<file path="config.mk">
export PLATFORM = sky130hd
export DESIGN_NAME = cfg_frame_loader_flat
export DESIGN_NICKNAME = d
export VERILOG_FILES = /design/src/rtl/cfg_frame_loader_if.sv /design/src/rtl/cfg_frame_loader.sv /design/src/flat_wrapper.sv
export SDC_FILE = /design/constraint.sdc
export NUM_CORES = 1
export LEC_CHECK = 0
export ABC_AREA = 1
export CAP_MARGIN = 20
export CORE_MARGIN = 2
export CORE_UTILIZATION = 50
export DETAILED_ROUTE_END_ITERATION = 7
export DONT_BUFFER_PORTS = 1
export PLACE_DENSITY_LB_ADDON = 0.25
export SLEW_MARGIN = 0
export SYNTH_ARGS = -nofsm -noshare
export SYNTH_HDL_FRONTEND = slang
export SYNTH_SLANG_ARGS = --single-unit
export TNS_END_PERCENT = 100
</file>
<file path="constraint.sdc">
create_clock -name clk -period 2.23 [get_ports clk]
set_input_delay 0.446 -clock clk [delete_from_list [all_inputs] [get_ports clk]]
set_output_delay 0.446 -clock clk [all_outputs]
set_load 0.05 [all_outputs]
</file>
<file path="src/rtl/cfg_frame_loader_if.sv">
// cfg_frame_loader_if: bitstream-in / latch-row-out bundle for the configuration frame loader
//   cfg_start      start or restart a load sequence (1-cycle pulse)
//   cfg_in_valid   cfg_in_bit carries a bitstream bit this cycle
//   cfg_in_bit     serial bitstream, MSB-first
//   cfg_in_ready   loader accepts a bit this cycle
//   frame_data     d inputs of the latch rows
//   frame_strobe   one-hot latch enable, one bit per row
//   busy/done/err  sequence status
interface cfg_frame_loader_if #(
  parameter int FRAME_W  = 32,
  parameter int N_FRAMES = 16
) ();
  logic                cfg_start;
  logic                cfg_in_valid;
  logic                cfg_in_bit;
  logic                cfg_in_ready;
  logic [FRAME_W-1:0]  frame_data;
  logic [N_FRAMES-1:0] frame_strobe;
  logic                busy;
  logic                done;
  logic                err;
  modport master (
    output cfg_start, cfg_in_valid, cfg_in_bit,
    input  cfg_in_ready, frame_data, frame_strobe, busy, done, err
  );
  modport slave (
    input  cfg_start, cfg_in_valid, cfg_in_bit,
    output cfg_in_ready, frame_data, frame_strobe, busy, done, err
  );
endinterface

</file>
<file path="src/rtl/cfg_frame_loader.sv">
// cfg_frame_loader: deserialises {address, frame} records and strobes one latch row per frame
//   clk  rising-edge clock
//   rn   asynchronous active-low reset
//   bus  cfg_frame_loader_if.slave (bitstream in, latch row data/strobe and status out)
module cfg_frame_loader #(
  parameter int FRAME_W    = 32,
  parameter int N_FRAMES   = 16,
  parameter int STROBE_CYC = 2,
  parameter int ADDR_W     = $clog2(N_FRAMES + 1)
) (
  input logic               clk,
  input logic               rn,
  cfg_frame_loader_if.slave bus
);
  localparam int M1 = FRAME_W > ADDR_W ? FRAME_W : ADDR_W;
  localparam int MX = M1 > STROBE_CYC ? M1 : STROBE_CYC;
  localparam int CW = $clog2(MX + 1);
  // the all-ones address is the end marker, so every row must sit below it
  if ((2 ** ADDR_W) - 1 < N_FRAMES || STROBE_CYC < 1 || STROBE_CYC > 15) begin : g_bad_cfg
    $error("cfg_frame_loader: ADDR_W too small for N_FRAMES or STROBE_CYC outside 1..15");
  end
  typedef enum logic [2:0] {IDLE, ADDR, DATA, STROBE, HOLD, DONE, ERR} st_t;
  st_t                 st_q, st_d;
  logic [ADDR_W-1:0]   addr_q, addr_d, addr_sh;
  logic [FRAME_W-1:0]  data_q, data_d;
  logic [CW-1:0]       cnt_q, cnt_d;
  logic [N_FRAMES-1:0] strobe_q, strobe_d;
  logic                ready_q, busy_q, done_q, err_q, acc;
  always_comb begin
    st_d    = st_q;
    addr_d  = addr_q;
    data_d  = data_q;
    cnt_d   = cnt_q;
    acc     = bus.cfg_in_valid && ready_q;
    addr_sh = ADDR_W'({addr_q, bus.cfg_in_bit});
    // start wins over any count ending in the same cycle
    if (bus.cfg_start) begin
      st_d   = ADDR;
      addr_d = '0;
      data_d = '0;
      cnt_d  = '0;
    end else begin
      case (st_q)
        ADDR: if (acc) begin
          addr_d = addr_sh;
          cnt_d  = cnt_q + 1'b1;
          if (cnt_q == CW'(ADDR_W - 1)) begin
            cnt_d = '0;
            st_d  = addr_sh < ADDR_W'(N_FRAMES) ? DATA : (&addr_sh ? DONE : ERR);
          end
        end
        DATA: if (acc) begin
          data_d = FRAME_W'({data_q, bus.cfg_in_bit});
          cnt_d  = cnt_q + 1'b1;
          if (cnt_q == CW'(FRAME_W - 1)) begin
            cnt_d = '0;
            st_d  = STROBE;
          end
        end
        STROBE: begin
          cnt_d = cnt_q + 1'b1;
          if (cnt_q == CW'(STROBE_CYC - 1)) begin
            cnt_d = '0;
            st_d  = HOLD;
          end
        end
        HOLD:    st_d = ADDR;
        default: st_d = st_q;
      endcase
    end
    // outputs are registered from the next state so they line up with st_q
    strobe_d = st_d == STROBE ? N_FRAMES'(1) << addr_d : '0;
  end
  always_ff @(posedge clk or negedge rn) begin
    if (!rn) begin
      st_q     <= IDLE;
      addr_q   <= '0;
      data_q   <= '0;
      cnt_q    <= '0;
      strobe_q <= '0;
      ready_q  <= 1'b0;
      busy_q   <= 1'b0;
      done_q   <= 1'b0;
      err_q    <= 1'b0;
    end else begin
      st_q     <= st_d;
      addr_q   <= addr_d;
      data_q   <= data_d;
      cnt_q    <= cnt_d;
      strobe_q <= strobe_d;
      ready_q  <= st_d inside {ADDR, DATA};
      busy_q   <= st_d inside {ADDR, DATA, STROBE, HOLD};
      done_q   <= st_d == DONE;
      err_q    <= st_d == ERR;
    end
  end
  assign bus.cfg_in_ready = ready_q;
  assign bus.frame_data   = data_q;
  assign bus.frame_strobe = strobe_q;
  assign bus.busy         = busy_q;
  assign bus.done         = done_q;
  assign bus.err          = err_q;
endmodule
</file>
<file path="src/flat_wrapper.sv">
// flat-port wrapper written by rule: the top's interface ports become plain ports
module cfg_frame_loader_flat 
#(
  parameter int FRAME_W    = 32,
  parameter int N_FRAMES   = 16,
  parameter int STROBE_CYC = 2,
  parameter int ADDR_W     = $clog2(N_FRAMES + 1)
)
  (clk, rn, bus_cfg_start, bus_cfg_in_valid, bus_cfg_in_bit, bus_cfg_in_ready, bus_frame_data, bus_frame_strobe, bus_busy, bus_done, bus_err);
  cfg_frame_loader_if #(.FRAME_W(FRAME_W), .N_FRAMES(N_FRAMES)) bus_i ();
  input logic clk;
  input logic rn;
  input wire logic [$bits(bus_i.cfg_start)-1:0] bus_cfg_start;
  input wire logic [$bits(bus_i.cfg_in_valid)-1:0] bus_cfg_in_valid;
  input wire logic [$bits(bus_i.cfg_in_bit)-1:0] bus_cfg_in_bit;
  output wire logic [$bits(bus_i.cfg_in_ready)-1:0] bus_cfg_in_ready;
  output wire logic [$bits(bus_i.frame_data)-1:0] bus_frame_data;
  output wire logic [$bits(bus_i.frame_strobe)-1:0] bus_frame_strobe;
  output wire logic [$bits(bus_i.busy)-1:0] bus_busy;
  output wire logic [$bits(bus_i.done)-1:0] bus_done;
  output wire logic [$bits(bus_i.err)-1:0] bus_err;
  assign bus_i.cfg_start = bus_cfg_start;
  assign bus_i.cfg_in_valid = bus_cfg_in_valid;
  assign bus_i.cfg_in_bit = bus_cfg_in_bit;
  assign bus_cfg_in_ready = bus_i.cfg_in_ready;
  assign bus_frame_data = bus_i.frame_data;
  assign bus_frame_strobe = bus_i.frame_strobe;
  assign bus_busy = bus_i.busy;
  assign bus_done = bus_i.done;
  assign bus_err = bus_i.err;
  cfg_frame_loader #(.FRAME_W(FRAME_W), .N_FRAMES(N_FRAMES), .STROBE_CYC(STROBE_CYC), .ADDR_W(ADDR_W)) u_core (.clk(clk), .rn(rn), .bus(bus_i));
endmodule
</file>
==> Implementation_results.wiki <==
{| class="wikitable"
! Metric !! Value
|-
| CTS tree || built
|-
| Largest stage delay, worst path || approximately 400 ps
|-
| Dominant cell type by area after synthesis || dfrtp_1
|-
| First-pass DRT Iterations || 4
|-
| Min Hold Slack || about 180 ps
|-
| DRT Wirelength || ~6000 um
|-
| Dominant cells by area after synthesis || dfrtp_1 (57%), nand2_1 (9.2%), nand3_1 (5.5%)
|-
| Cell chain of the critical path || inv_1 > ha_1 > nand3_1 > nor2_1 > nand4_2 > a21oi_4 > nand4_4 > nor2_1
|-
| Mean area per synthesized cell || 8.99 um^2
|-
| Clk Tree Root Cell || clkbuf_8
|-
| Number of register bits inferred by synthesis || 66
|-
| Run status || finished, final reports clean
|-
| Fill cell total of the finished layout || around 470
|-
| Internal power summed over all cells || 2.19 mW
|-
| Total setup buffers inserted after CTS || 0
|-
| Port Buffer Count || 0
|-
| Largest net degree at the start of global routing || 67
|-
| Number of resized instances in the post-cts repair step || 0
|-
| Share of power burned in registers || between 40% and 50%
|-
| Sink Count || 66
|-
| Growth of design area from synthesis to finish || 11.8%
|-
| Part of the Yosys area used for sequential elements || about 57%
|-
| Syn Std Cell Area || between 2000 and 3000 um^2
|-
| Critical path peak fanout || 8
|-
| Most frequent cells after synthesis || nand2_1 (71), dfrtp_1 (66), nor2_1 (39)
|-
| Wire length of the first global-routing pass || 10100 um
|-
| Final Skew || just under 10 ps
|-
| Final hold vios || 0
|-
| Power per cell area || approximately 1000 nW/um^2
|-
| DP HPWL || approximately 4100 um
|-
| Worst-case reg-to-reg path depth || 8
|-
| Initial Utilization || a little over half
|-
| Share of synthesized area spent on multiplexers || 0%
|-
| Combinational family with the most area after synthesis || simple AND/OR/NAND/NOR gates
|-
| Adder-cell area share of the yosys netlist || ~1.3%
|-
| Critical Path RT || roughly 2500 ps
|-
| Gate count of the mapped netlist || roughly 320
|-
| Setup tns final || 0 ps
|-
| Total Routing Usage GR || about a fifth
|-
| Cell row count || 27
|-
| Cells on Worst Hold Path || 1
|-
| Area fraction of the dominant cell type after synthesis || 56.8%
|-
| Core Box Area || roughly 5600 um^2
|-
| Number of remaining DRC errors || 0
|-
| Number of antenna-violating nets in the routed design || 0
|-
| Switching power || 1.19 mW
|-
| Synth Warn # || 0
|-
| Pin slew with the least headroom to its limit || between 500 and 600 ps
|-
| Crit start category || flip-flop
|-
| Final clock period utilization by the worst path || between 80% and 90%
|-
| Logic pwr share || around 26%
|-
| Average wire per cell in the routed design || roughly 15 um
|-
| Classification of the worst setup path || reg2reg
|-
| Storage element area || 1650 um^2
|-
| Via count of the first global-routing pass || between 2000 and 2500
|-
| Most instantiated flip-flop cell in the synthesis netlist || dfrtp_1
|-
| Area share of and/or/nand/nor cells after synthesis || 24.4%
|-
| Most numerous cell in the Yosys netlist || nand2_1
|-
| Share of post-route cells with drive strength above 1 || 13.1%
|-
| Vertical extent of the die || between 80 and 90 um
|-
| Share of power burned in the clock network || between 30% and 40%
|-
| Peak Freq || ~510 MHz
|-
| Vias post-DR || ~2200
|-
| IO Pins || between 50 and 60
|-
| Via-to-Cell Ratio || between 5 and 6
|-
| Final GP Congestion || roughly 0.8
|-
| Latest clock arrival within the worst-skew pair || about 340 ps
|-
| Arrival time of data at the critical path endpoint || 2210 ps
|-
| Minimum clock period after layout || between 1500 and 2000 ps
|-
| Class of the worst hold path || in2reg
|-
| Number of CTS-inserted buffers || 9
|-
| Number of library cell types mapped by synthesis || 25
|-
| Complex-gate fraction of the synthesized area || 10.9%
|-
| Net Count, Synth || ~330
|-
| EDFF count, synth || 0
|-
| Number of violations reported at the end of detailed-routing iteration 0 || 139
|-
| Crit path capture type || flip-flop
|-
| Worst ir drop on vdd || 621 uV
|-
| Global route overflow || 0
|-
| Proportion of synthesized flip-flops having asynchronous set or reset || between 90% and 100%
|-
| X dimension of the die || ~80 um
|-
| Initial antenna violation count || 0
|-
| Slew headroom || 64.4%
|-
| Pins Over Slew Limit || 0
|-
| Hold Buf Count CTS || 2
|-
| Cell with the largest stage delay on the worst path || dfrtp_1
|-
| CTS max path bufs || 2
|-
| Lkg Pwr || ~1.5 nW
|-
| Die Outline Area || about 6400 um^2
|-
| Final setup vio count || 0
|-
| Area taken by multi-input logic gates || around 1100 um^2
|-
| Switching part of the total power || between 30% and 40%
|-
| Count of antenna diodes in the layout || 0
|-
| CTS HTree Levels || 3
|-
| Count of nets after finishing || 340
|-
| Unrepaired setup endpoints after global routing || false
|-
| Max-cap violations || 0
|-
| XOR/XNOR Fraction of Synth Area || less than 1%
|-
| Cell with the most instances on the worst path || nor2_1
|-
| Clk pin slew, worst setup/hold paths || around 60 ps
|}
-- critical path: cells and delay by family (launching register included) --
kind	cells	cell delay, ps
AND/OR/NAND/NOR	5	870
flip-flops	1	410
AO/OA/AOI/OAI	1	340
adder cells (fa/ha/maj)	1	150
buffers and inverters	1	100
-- path summary, 6_finish.rpt --
check / from / endpoint / slack (ps)
max: u_core.cnt_q[0] / u_core.bus.frame_strobe[10] / 280
min: bus_cfg_start / u_core.addr_q[0] / 180
max reg2reg: u_core.cnt_q[0] / u_core.bus.frame_strobe[10] / 280
min reg2reg: u_core.addr_q[0] / u_core.addr_q[0] / 590
max in group asynchronous: rn / u_core.bus.frame_strobe[10] / 1300
min in group asynchronous: rn / u_core.bus.frame_data[12] / 650
-- per-stage QoR --
| stage | power, mW | cell area (um^2) | std cells | utilization, % | setup slack (ps) |
|---|---|---|---|---|---|
| 6_report | 3.39 | 3250 | 409 | 58.3 | 282 |
| 5_1_grt | 3.61 | 3250 | 409 | 58.3 | 109 |
| 4_1_cts | 3.41 | 3250 | 409 | 58.3 | 277 |
| 3_5_place_dp | 2.28 | 2990 | 391 | 53.7 | 300 |
| 3_3_place_gp | 2.27 | 2990 | 391 | 53.7 | 318 |
| 2_1_floorplan | 2.12 | 2910 | 323 | - | 448 |
-- cells in the final DEF, fill, tap and decap left out, types with 2 or more instances in the layout --
cell	count
inv_2	9
buf_4	4
nand4_4	2
nand2_2	3
nand2_1	71
clkbuf_8	10
nor2_1	39
clkinv_2	2
ha_1	3
nor2_2	2
o21ai_0	24
nand3_1	32
bufinv_16	2
inv_1	30
o31ai_1	15
a21oi_1	7
a21oi_2	2
dfrtp_1	66
nand3_2	2
-- power groups by stage --
stage	Sequential, mW	Clock, mW	Combinational (mW)
detailed placement	1.45	0	0.837
floorplan	1.45	0	0.672
global route	1.44	1.18	1.00
global placement	1.45	0	0.824
finish	1.43	1.09	0.867
CTS	1.42	1.11	0.869
-- area by class of cell --
| class | count | area share, % |
|---|---|---|
| tap | 72 | 2.77 |
| multi-input combinational | 209 | 32.9 |
| timing repair buffer | 6 | 2.08 |
| clock inverter | 5 | 2.39 |
| clock buffer | 11 | 4.35 |
| sequential | 66 | 50.8 |
| inverter | 40 | 4.62 |
-- logic make-up (layout without fill, tap and decap cells) --
logic type,Yosys count,after routing
DFF,66,66
buffers and inverters,48,62
AOI/OAI and AO/OA,51,51
xor gates and xnor gates,1,1
adders and majority gates,3,3
and+or+nand+nor,154,154
-- layer usage --
metal / routed length (um) / share of wire (%) / vias up / GRT usage (%)
li1: - / - / 1065 / -
met1: 2730 / 45 / 1061 / 26.3
met2: 2740 / 45 / 73 / 31.8
met3: 441 / 7.3 / 10 / 6.85
met4: 114 / 1.9 / 0 / 8.81
met5: 0 / 0 / - / 0
-- registers in the layout, summed over array words and instances (netlist names) --
name                     flops
u_core.addr_q                5
u_core.bus.err               1
u_core.bus.done              1
u_core.bus.cfg_in_ready      1
u_core.cnt_q                 6
u_core.bus.frame_data       32
u_core.bus.busy              1
u_core.bus.frame_strobe     16
u_core.st_q                  3
No activity file was read; power rests on OpenSTA's default activity.
